<file path="src/rtl/dds_sweep_ctrl.sv">
// Linear frequency-sweep sequencer driving the DDS step_in/SET load port.
// Optional SWEEP_PHASE_ALIGN_EN inserts an ALIGN state that waits for zero_address.
module dds_sweep_ctrl #(
    parameter int ADDRESS_WIDTH = 8,
    parameter int DWELL_WIDTH   = 16
) (
    input  logic                     CLK,
    input  logic                     RESET,
    input  logic                     start,
    input  logic                     abort,
    input  logic [ADDRESS_WIDTH-1:0] start_step,
    input  logic [ADDRESS_WIDTH-1:0] stop_step,
    input  logic [ADDRESS_WIDTH-1:0] step_inc,
    input  logic [DWELL_WIDTH-1:0]   dwell,
    input  logic                     zero_address,
    output logic [ADDRESS_WIDTH-1:0] step_out,
    output logic                     SET,
    output logic                     busy,
    output logic                     done
);

    localparam logic [2:0] S_IDLE  = 3'd0;
    localparam logic [2:0] S_ALIGN = 3'd1;
    localparam logic [2:0] S_LOAD  = 3'd2;
    localparam logic [2:0] S_DWELL = 3'd3;
    localparam logic [2:0] S_NEXT  = 3'd4;
    localparam logic [2:0] S_DONE  = 3'd5;

`ifdef SWEEP_PHASE_ALIGN_EN
    localparam logic [2:0] S_FIRST = S_ALIGN;
`else
    localparam logic [2:0] S_FIRST = S_LOAD;
    logic unused_zero_address;
    assign unused_zero_address = zero_address;
`endif

    logic [2:0]               state_q, state_d;
    logic [ADDRESS_WIDTH-1:0] cur_q, cur_d;
    logic [ADDRESS_WIDTH-1:0] stop_q, stop_d;
    logic [ADDRESS_WIDTH-1:0] inc_q, inc_d;
    logic [DWELL_WIDTH-1:0]   dwell_q, dwell_d;
    logic [DWELL_WIDTH-1:0]   cnt_q, cnt_d;
    logic [ADDRESS_WIDTH-1:0] step_out_q, step_out_d;
    logic                     set_q, set_d;
    logic                     busy_q, busy_d;
    logic                     done_q, done_d;
    logic [ADDRESS_WIDTH:0]   sum;

    always_comb begin
        state_d = state_q;
        cur_d   = cur_q;
        stop_d  = stop_q;
        inc_d   = inc_q;
        dwell_d = dwell_q;
        cnt_d   = cnt_q;
        sum     = {1'b0, cur_q} + {1'b0, inc_q};

        unique case (state_q)
            S_IDLE: begin
                if (start && !abort) begin
                    stop_d  = stop_step;
                    inc_d   = (step_inc == '0) ? ADDRESS_WIDTH'(1) : step_inc;
                    dwell_d = (dwell == '0) ? DWELL_WIDTH'(1) : dwell;
                    cur_d   = start_step;
                    state_d = S_FIRST;
                end
            end
`ifdef SWEEP_PHASE_ALIGN_EN
            S_ALIGN: begin
                if (zero_address) state_d = S_LOAD;
            end
`endif
            S_LOAD: begin
                cnt_d   = dwell_q;
                state_d = S_DWELL;
            end
            S_DWELL: begin
                cnt_d = cnt_q - DWELL_WIDTH'(1);
                if (cnt_q == DWELL_WIDTH'(1)) state_d = S_NEXT;
            end
            S_NEXT: begin
                if (cur_q >= stop_q) begin
                    state_d = S_DONE;
                end else begin
                    // The carry bit in sum keeps the clamp correct near full scale
                    cur_d   = (sum > {1'b0, stop_q}) ? stop_q
                                                     : sum[ADDRESS_WIDTH-1:0];
                    state_d = S_FIRST;
                end
            end
            S_DONE: state_d = S_IDLE;
            default: state_d = S_IDLE;
        endcase

        if (abort && state_q != S_IDLE) state_d = S_IDLE;
    end

    // Outputs are registered copies of the next-state decode
    always_comb begin
        set_d      = (state_d == S_LOAD);
        step_out_d = (state_d == S_LOAD) ? cur_d : step_out_q;
        busy_d     = (state_d != S_IDLE);
        done_d     = (state_d == S_DONE);
    end

    always_ff @(posedge CLK) begin
        if (RESET) begin
            state_q    <= S_IDLE;
            cur_q      <= '0;
            stop_q     <= '0;
            inc_q      <= '0;
            dwell_q    <= '0;
            cnt_q      <= '0;
            step_out_q <= '0;
            set_q      <= 1'b0;
            busy_q     <= 1'b0;
            done_q     <= 1'b0;
        end else begin
            state_q    <= state_d;
            cur_q      <= cur_d;
            stop_q     <= stop_d;
            inc_q      <= inc_d;
            dwell_q    <= dwell_d;
            cnt_q      <= cnt_d;
            step_out_q <= step_out_d;
            set_q      <= set_d;
            busy_q     <= busy_d;
            done_q     <= done_d;
        end
    end

    assign step_out = step_out_q;
    assign SET      = set_q;
    assign busy     = busy_q;
    assign done     = done_q;

endmodule

</file>
<file path="config.mk">
export PLATFORM = sky130hd
export DESIGN_NAME = dds_sweep_ctrl
export DESIGN_NICKNAME = d
export VERILOG_FILES = /design/src/rtl/dds_sweep_ctrl.sv
export SDC_FILE = /design/constraint.sdc
export NUM_CORES = 1
export LEC_CHECK = 0
export BUFFER_PORTS_ARGS = -buffer_cell sky130_fd_sc_hd__buf_2
export CAP_MARGIN = 5
export CORE_MARGIN = 4
export CORE_UTILIZATION = 62
export CTS_BUF_LIST = sky130_fd_sc_hd__clkbuf_2 sky130_fd_sc_hd__clkbuf_4 sky130_fd_sc_hd__clkbuf_8
export DETAILED_ROUTE_END_ITERATION = 10
export PLACE_DENSITY = 0.9
export SYNTH_ARGS = -nofsm -noshare
export SYNTH_HDL_FRONTEND = slang
export SYNTH_SLANG_ARGS = --single-unit
</file>
<file path="constraint.sdc">
create_clock -name CLK -period 10.6 [get_ports CLK]
set_clock_uncertainty 0.2 [all_clocks]
set_input_delay 1.06 -clock CLK [delete_from_list [all_inputs] [get_ports CLK]]
set_output_delay 1.06 -clock CLK [all_outputs]
set_load 0.01 [all_outputs]
</file>
* After elaboration in Yosys (flattened, before gate mapping)
Index checks and enable logic that the tools add are counted.
Word-level totals: bits in registers 70, output and inout bits 11, word-level logic and storage cells 42
Cells by class: add/subtract/negate cells 2, order comparisons 2, eq/ne operators 6, mux-type cells 12, reductions and logical operators 10
Operator list (count):
- $mux W8 | 4
- $pmux W16 S2 | 1
- $eq A16 B1 Y1 const B | 1
- $logic_not A16 Y1 | 1
- $mux W16 | 1
- $pmux W8 S2 | 1
- $sub A16 B1 Y16 const B | 1
- $mux W3 | 4
- $pmux W3 S4 | 1
- $add A8 B8 Y9 | 1
- $eq A3 B2 Y1 const B | 3
- $gt A9 B8 Y1 | 1
- $ge A8 B8 Y1 | 1
- $logic_not A8 Y1 | 1
- $eq A3 B3 Y1 const B | 2
- $reduce_bool A3 Y1 | 2
- $logic_not A3 Y1 | 1
- $logic_and A1 B1 Y1 | 2
- $reduce_and A2 Y1 | 1
- $reduce_bool A2 Y1 | 1
- $logic_not A1 Y1 | 1

* Depth between registers and ports, before layout
Gate-level depths: netlist (run 1).
depth in word-level cells 6, depth in mapped cells 14

* Worst setup path before layout (run 1)
OpenSTA, ideal clock, no wires.
path kind flip-flop to flip-flop, start reg cur_q[0], end reg step_out_q[0], in the netlist step_out[0], arrival time 3.088 ns, path slack 7.181 ns, cell stages (with the launch flop) 15, buffers on the path 0, clock period less this slack 3.419 ns, path through dfxtp_1 > ha_1 > inv_1 > fa_1 > and2b_1 > o211ai_1 > a31o_2 > nor2_1 > ha_1 > a2111oi_0 > o21ai_1 > o22ai_2 > nand2_1 > a211oi_1 > o32ai_1
On the way: cells in the longest elaborated chain, start to end 5
Ends and longest elaborated chain:
- start: declaration | RTL line 38 | logic [ADDRESS_WIDTH-1:0] cur_q, cur_d;
- start signal: assignment | RTL line 120 | cur_q <= cur_d;
- $add A8 B8 Y9 or $ge A8 B8 Y1 (tied branches) | RTL line 56, 82
- $gt A9 B8 Y1 or $mux W3 (tied branches) | RTL line 86, 82
- $mux W8 or $pmux W3 S4 (tied branches) | RTL line 86, 58
- $mux W8 or $mux W3 (tied branches) | RTL line 82, 95
- $pmux W8 S2 or $eq A3 B2 Y1 (tied branches) | RTL line 58, 101
- end signal: assignment | RTL line 125 | step_out_q <= step_out_d;
- end: declaration | RTL line 43 | logic [ADDRESS_WIDTH-1:0] step_out_q, step_out_d;
Several ways; a longest one is shown, not always the timed one. A chain may end at the register's enable or synchronous reset.

* Final worst setup path (run 1)
Same ends and word-level chain as after synthesis.

==> results of run 1 <==
-- placed cells by master (no fill, tap or decap), types with 3 or more instances in the layout --
master,count
nand2_1,97
dfxtp_1,70
a21oi_1,64
buf_2,54
nor2_1,42
ha_1,26
o21ai_0,20
inv_1,18
nor3_1,16
nand3_1,11
a22oi_1,10
clkbuf_8,10
a211oi_1,9
nand2b_1,8
a21o_1,7
a31oi_1,7
nor4_1,5
nand4_1,5
o22ai_1,5
o21ai_1,4
a311oi_1,4
o211ai_1,3
xnor2_1,3
nor2b_1,3
o32ai_1,3
o21bai_1,3
bufinv_16,3
buf_4,3
-- registers in the layout (all words and copies together), names as in the netlist --
name	flops
inc_q	8
cnt_q	16
dwell_q	16
state_q	3
done	1
busy	1
step_out	8
stop_q	8
cur_q	8
SET	1
-- cells by family (layout without fill, tap and decap cells) --
group,after synthesis,count (layout),share of synthesized area
buf+inv,44,91,0.0494
compound gates,162,162,0.269
simple gates,201,201,0.226
fa+ha+maj,27,27,0.0880
xor+xnor,5,5,0.0112
flops,70,70,0.357
-- final cells by class --
cell class,count,area [sq um]
flip-flops and latches,70,1400
clock buffers,11,145
inverters,18,67.6
multi-input cells,395,2330
clock inverters,5,106
fillers,496,1590
well taps,75,93.8
repair buffers,57,293
-- metrics by stage --
| stage | cell area [sq um] | util | hold slack (ns) | power (mW) | setup slack [ns] |
|---|---|---|---|---|---|
| final | 4440 | 0.737 | 0.260 | 0.721 | 6.49 |
| after global routing | 4440 | 0.737 | 0.280 | 0.756 | 6.17 |
| after CTS | 4440 | 0.737 | 0.262 | 0.718 | 6.58 |
| after detailed placement | 4190 | 0.695 | 0.251 | 0.453 | 6.60 |
| after global placement | 4190 | 0.695 | 0.241 | 0.446 | 6.63 |
| after floorplan | 3920 | - | 0.232 | 0.411 | 7.18 |
-- critical path, delay by kind of cell, from the launching register on --
kind | cells | cell delay [ns]
compound gates | 7 | 1.93
fa+ha+maj | 3 | 0.92
buf+inv | 1 | 0.07
flops | 1 | 0.36
simple gates | 3 | 0.47
-- routing by layer --
layer / vias up / GRT usage / wire [um]
met5: - / 0 / 0
met4: 0 / 0.106 / 194
met3: 22 / 0.0508 / 785
met2: 161 / 0.462 / 4730
met1: 1834 / 0.376 / 4540
li1: 1909 / - / -
-- report_power, final --
| group | internal [mW] | total [mW] | switching [mW] | leakage (nW) |
|---|---|---|---|---|
| Sequential | 0.279 | 0.294 | 0.0150 | 0.571 |
| Combinational | 0.0590 | 0.158 | 0.0993 | 1.07 |
| Clock | 0.166 | 0.269 | 0.103 | 0.123 |
-- final timing paths --
| check | slack, ns | cells after the start | endpoint |
|---|---|---|---|
| worst max register to register | 6.49 | 14 | step_out[0]$_SDFFE_PP0P_ |
| worst min register to register | 0.26 | 2 | dwell_q[12]$_SDFFE_PP0P_ |
| worst min-delay path | 0.26 | 2 | dwell_q[12]$_SDFFE_PP0P_ |
| worst max-delay path | 6.49 | 14 | step_out[0]$_SDFFE_PP0P_ |
==> results.ini, run 1 <==
[sta]
fmax_mhz = 243
hold_viol = 0
max_slew.worst_pin.slew_ns = 1.11
setup_violations = 0
rsz0062_at_grt = no
final.period_utilization = 0.388
tns_ns = 0
period_minus_slack_ns = 4.11
drv_slew = 0
relSlewSlack = 0.258

[run_status]
status = finished, final reports clean

[logic_synthesis]
yosys_warnings = 0
yosysMostFrequentCell = nand2_1
yosysTopAreaCellShare = 0.357
async_flop_share = 0
netlist_instances = 509
syn_area_sq_um = 3920
synth_seq_area_share = 0.357
synthTopCellsByArea = dfxtp_1 36%, nand2_1 9.3%, ha_1 8.3%
ys_seq_elements = 70
yosysTopAreaCell = dfxtp_1
syn_nets = 581
synth_common_cells = 97 x nand2_1, 70 x dfxtp_1, 64 x a21oi_1, 42 x nor2_1, 26 x ha_1
synth_edf_count = 0
synthFlopType = dfxtp_1
ys_types = 57
avgSynthCellArea_sq_um = 7.71

[routing]
vias_per_cell = 6.22
route.vias.total = 3926
drc_errors = 0
dr.pass1.iters = 5
avgRoutedWirePerCell_um = 16.2
drtIter0Drc = 318
wl_um = 10200
ant_nets = 0

[pwr]
vdd_ir_drop_max_uv = 113
cellPowerDensity_nw_per_um2 = 162
p_leak_nw = 1.77

[global_route]
grt_use_total = 0.284
grt_pass1_wl_um = 17300
antenna_found_initial = 0
grt_max_degree = 69
overflow = 0
grt_pass1_vias = 3746

[floorplanning]
start_util = 0.651
core_area_sq_um = 6030
floorplan.rows = 28
io_pins = 56
die_x_um = 87.5
die_h_um = 87.5
die_area_sq_um = 7660

[placement]
dp.cells = 615
portBuffers = 54
gp_congestion = 0.892
hpwl_um = 7340

[critical_path]
slowest_delay_ns = 0.43
timing.rr.start = cur_q[0]$_SDFF_PP0_
startpoint_type = flop
cp-end-kind = flop
critPathKind = flop to flop
worstPathCellList = ha_1 > inv_1 > fa_1 > and2b_1 > o211ai_1 > a31oi_1 > nor2_1 > ha_1 > a2111oi_0 > o21ai_1 > o22ai_2 > nand2_1 > a211oi_1 > o32ai_1
cp.arrival_ns = 4.10
critPathMaxFanout = 7
required_ns = 10.59
startpoint = cur_q[0]$_SDFF_PP0_
critical-path-slowest-cell = a2111oi_0
cp_common_cell = ha_1

[final_layout]
nNetsFinal = 623
n_antenna_cell = 0
syn_to_final_growth_pct = 13.2
layout-drive-gt1-share = 0.149
fin_cells = 631

[cts]
hold_buffers = 0
cts_buffers = 9
cts_root_buf = clkbuf_8
cts_resized = 0
h-tree-depth = 3
clk_pin_slew_ns = 0.07
clock_path_buffers = 2
clk_latency_ns = 0.35
clock_sinks = 70
cts_tree = yes
cts_setup_buffers = 0

[min_path]
hp-start = dwell_q[12]$_SDFFE_PP0P_
hold_class = flop to flop

[flow_run]
drv_cap = 0

Note: power is estimated with default switching activity, not from simulation.
==> run 2: changes to the inputs <==
--- a/config.mk
+++ b/config.mk
@@ -8,10 +8,10 @@
 export BUFFER_PORTS_ARGS = -buffer_cell sky130_fd_sc_hd__buf_2
 export CAP_MARGIN = 5
 export CORE_MARGIN = 4
-export CORE_UTILIZATION = 62
+export CORE_UTILIZATION = 59
 export CTS_BUF_LIST = sky130_fd_sc_hd__clkbuf_2 sky130_fd_sc_hd__clkbuf_4 sky130_fd_sc_hd__clkbuf_8
 export DETAILED_ROUTE_END_ITERATION = 10
-export PLACE_DENSITY = 0.9
+export PLACE_DENSITY = 0.87
 export SYNTH_ARGS = -nofsm -noshare
 export SYNTH_HDL_FRONTEND = slang
 export SYNTH_SLANG_ARGS = --single-unit
==> constraint.sdc (replaced) <==
create_clock -name CLK -period 4.03 [get_ports CLK]
set_clock_uncertainty 0.2 [all_clocks]
set_input_delay 0.403 -clock CLK [delete_from_list [all_inputs] [get_ports CLK]]
set_output_delay 0.403 -clock CLK [all_outputs]
set_load 0.01 [all_outputs]
==> results.ini, run 2 (synthesis results as in run 1) <==
[critical_path]
critPathMaxFanout = 6  ; was 7
cp.arrival_ns = 3.95  ; was 4.10 ns
critPathKind = flop to flop  ; unchanged
startpoint_type = flop  ; unchanged
required_ns = 4.09  ; was 10.59 ns
cp-end-kind = flop  ; unchanged

[floorplanning]
die_h_um = 89.5  ; was 87.5 um
io_pins = 56  ; unchanged
die_x_um = 89.5  ; was 87.5 um
core_area_sq_um = 6390  ; was 6030 sq um
start_util = 0.614  ; was 0.651
floorplan.rows = 29  ; was 28
die_area_sq_um = 8020  ; was 7660 sq um

[global_route]
antenna_found_initial = 0  ; unchanged
grt_pass1_vias = 3514  ; was 3746
overflow = 0  ; unchanged
grt_max_degree = 45  ; was 69
grt_use_met1 = 0.365  ; was 0.376
use_met3 = 0.0470  ; was 0.0508
grt_pass1_wl_um = 16300  ; was 17300 um
top_usage_layer = met2  ; unchanged
grt_util_met2 = 0.411  ; was 0.462
grt_use_total = 0.261  ; was 0.284

[cts]
clk_latency_ns = 0.34  ; was 0.35 ns
clock_path_buffers = 2  ; unchanged
h-tree-depth = 3  ; unchanged
clock_sinks = 70  ; unchanged
clk_pin_slew_ns = 0.08  ; was 0.07 ns
cts_buffers = 9  ; unchanged
cts_root_buf = clkbuf_8  ; unchanged
cts_tree = yes  ; unchanged

[sta]
setup_slack_ns = 0.137  ; was 6.49 ns
final.period_utilization = 0.966  ; was 0.388
hold_viol = 0  ; unchanged
setup_violations = 0  ; unchanged
period_minus_slack_ns = 3.89  ; was 4.11 ns
drv_slew = 0  ; unchanged
fmax_mhz = 257  ; was 243 MHz
max_slew.worst_pin.slew_ns = 0.867  ; was 1.11 ns
relSlewSlack = 0.420  ; was 0.258

[final_layout]
final_util = 0.700  ; was 0.737
layout_commonest_cell = nand2_1  ; unchanged
regArea_sq_um = 1400  ; unchanged
multi_input_comb_area_sq_um = 2360  ; was 2330 sq um
syn_to_final_growth_pct = 14.0  ; was 13.2%
final_cell_mix = 97 x nand2_1, 70 x dfxtp_1, 64 x a21oi_1, 54 x buf_2, 42 x nor2_1  ; unchanged
layout-drive-gt1-share = 0.163  ; was 0.149
n_antenna_cell = 0  ; unchanged
top_regs = cnt_q (16), dwell_q (16)  ; unchanged
fill_cells = 506  ; was 496
nNetsFinal = 626  ; was 623

[placement]
gp_congestion = 0.893  ; was 0.892
hpwl_um = 7350  ; was 7340 um
portBuffers = 54  ; unchanged
dpl_worst_slack_ns = 0.157  ; was 6.60 ns

[routing]
avgRoutedWirePerCell_um = 15.9  ; was 16.2 um
drtIter0Drc = 398  ; was 318
wl_um = 10100  ; was 10200 um
dr.pass1.iters = 5  ; unchanged
drc_errors = 0  ; unchanged
vias_per_cell = 6.17  ; was 6.22
route.vias.total = 3922  ; was 3926
ant_nets = 0  ; unchanged

[pwr]
cellPowerDensity_nw_per_um2 = 414  ; was 162 nW/um^2
p_leak_nw = 1.78  ; was 1.77 nW
total_power_mw = 1.85  ; was 0.721 mW
vdd_ir_drop_max_uv = 378  ; was 113 uV

[min_path]
hold_class = primary input to flop  ; was flop to flop

[flow_run]
drv_cap = 0  ; unchanged

[run_status]
status = finished, final reports clean  ; unchanged

run 2: layout make-up:
class                      count  area share
inverter                      18      0.0151
multi-input combinational    395       0.528
timing repair buffer          60      0.0705
clock buffer                  10      0.0308
clock inverter                 6      0.0204
sequential                    70       0.313
tap                           77      0.0216
run 2: worst paths after layout:
path | slack [ns] | cells after the start | to | from
setup / recovery | 0.14 | 14 | step_out[6]$_SDFFE_PP0P_ | cur_q[0]$_SDFF_PP0_
hold / removal | 0.09 | 3 | stop_q[7]$_SDFFE_PP0P_ | stop_step[7]
setup reg to reg | 0.14 | 14 | step_out[6]$_SDFFE_PP0P_ | cur_q[0]$_SDFF_PP0_
hold reg to reg | 0.26 | 2 | stop_q[1]$_SDFFE_PP0P_ | stop_q[1]$_SDFFE_PP0P_
run 2: power breakdown:
part | switching [mW] | internal, mW | total (mW)
registers | 0.0349 | 0.732 | 0.767
clock network | 0.277 | 0.370 | 0.647
logic | 0.270 | 0.168 | 0.438
total | 0.583 | 1.27 | 1.85
run 2: critical path, cell delays in order (launching register included):
cell and delay (ns):
dfxtp_1 0.36, ha_2 0.20, inv_1 0.05, fa_1 0.40, and2b_1 0.23, o211ai_1 0.16, a31o_2 0.30, nor2_1 0.12
ha_1 0.28, a2111oi_2 0.37, o21ai_1 0.16, o22a_1 0.31, nor4_1 0.24, o21ai_1 0.19, a311oi_2 0.24
run 2: stage by stage:
| step | area (sq um) | setup TNS, ns | hold slack [ns] | cells |
|---|---|---|---|---|
| final | 4470 | 0 | 0.0948 | 636 |
| after global routing | 4470 | -0.0984 | 0.0915 | 636 |
| after CTS | 4430 | 0 | 0.0879 | 635 |
| after detailed placement | 4210 | 0 | 0.248 | 619 |
| after global placement | 4210 | 0 | 0.244 | 619 |
| after floorplan | 3920 | 0 | 0.232 | 509 |
run 2: timing repair:
action / CTS / global route
gates resized for setup: 0 / 7
hold buffers: 0 / 0
hold endpoints to repair: 0 / 0
endpoints found under the setup margin: 0 / 8
buffers inserted: 0 / 1
run 2: per-layer routing:
| layer | up-vias | wire length [um] |
|---|---|---|
| met4 | 0 | 92 |
| met5 | - | 0 |
| met3 | 14 | 943 |
| met1 | 1818 | 4440 |
| met2 | 168 | 4630 |
| li1 | 1922 | - |
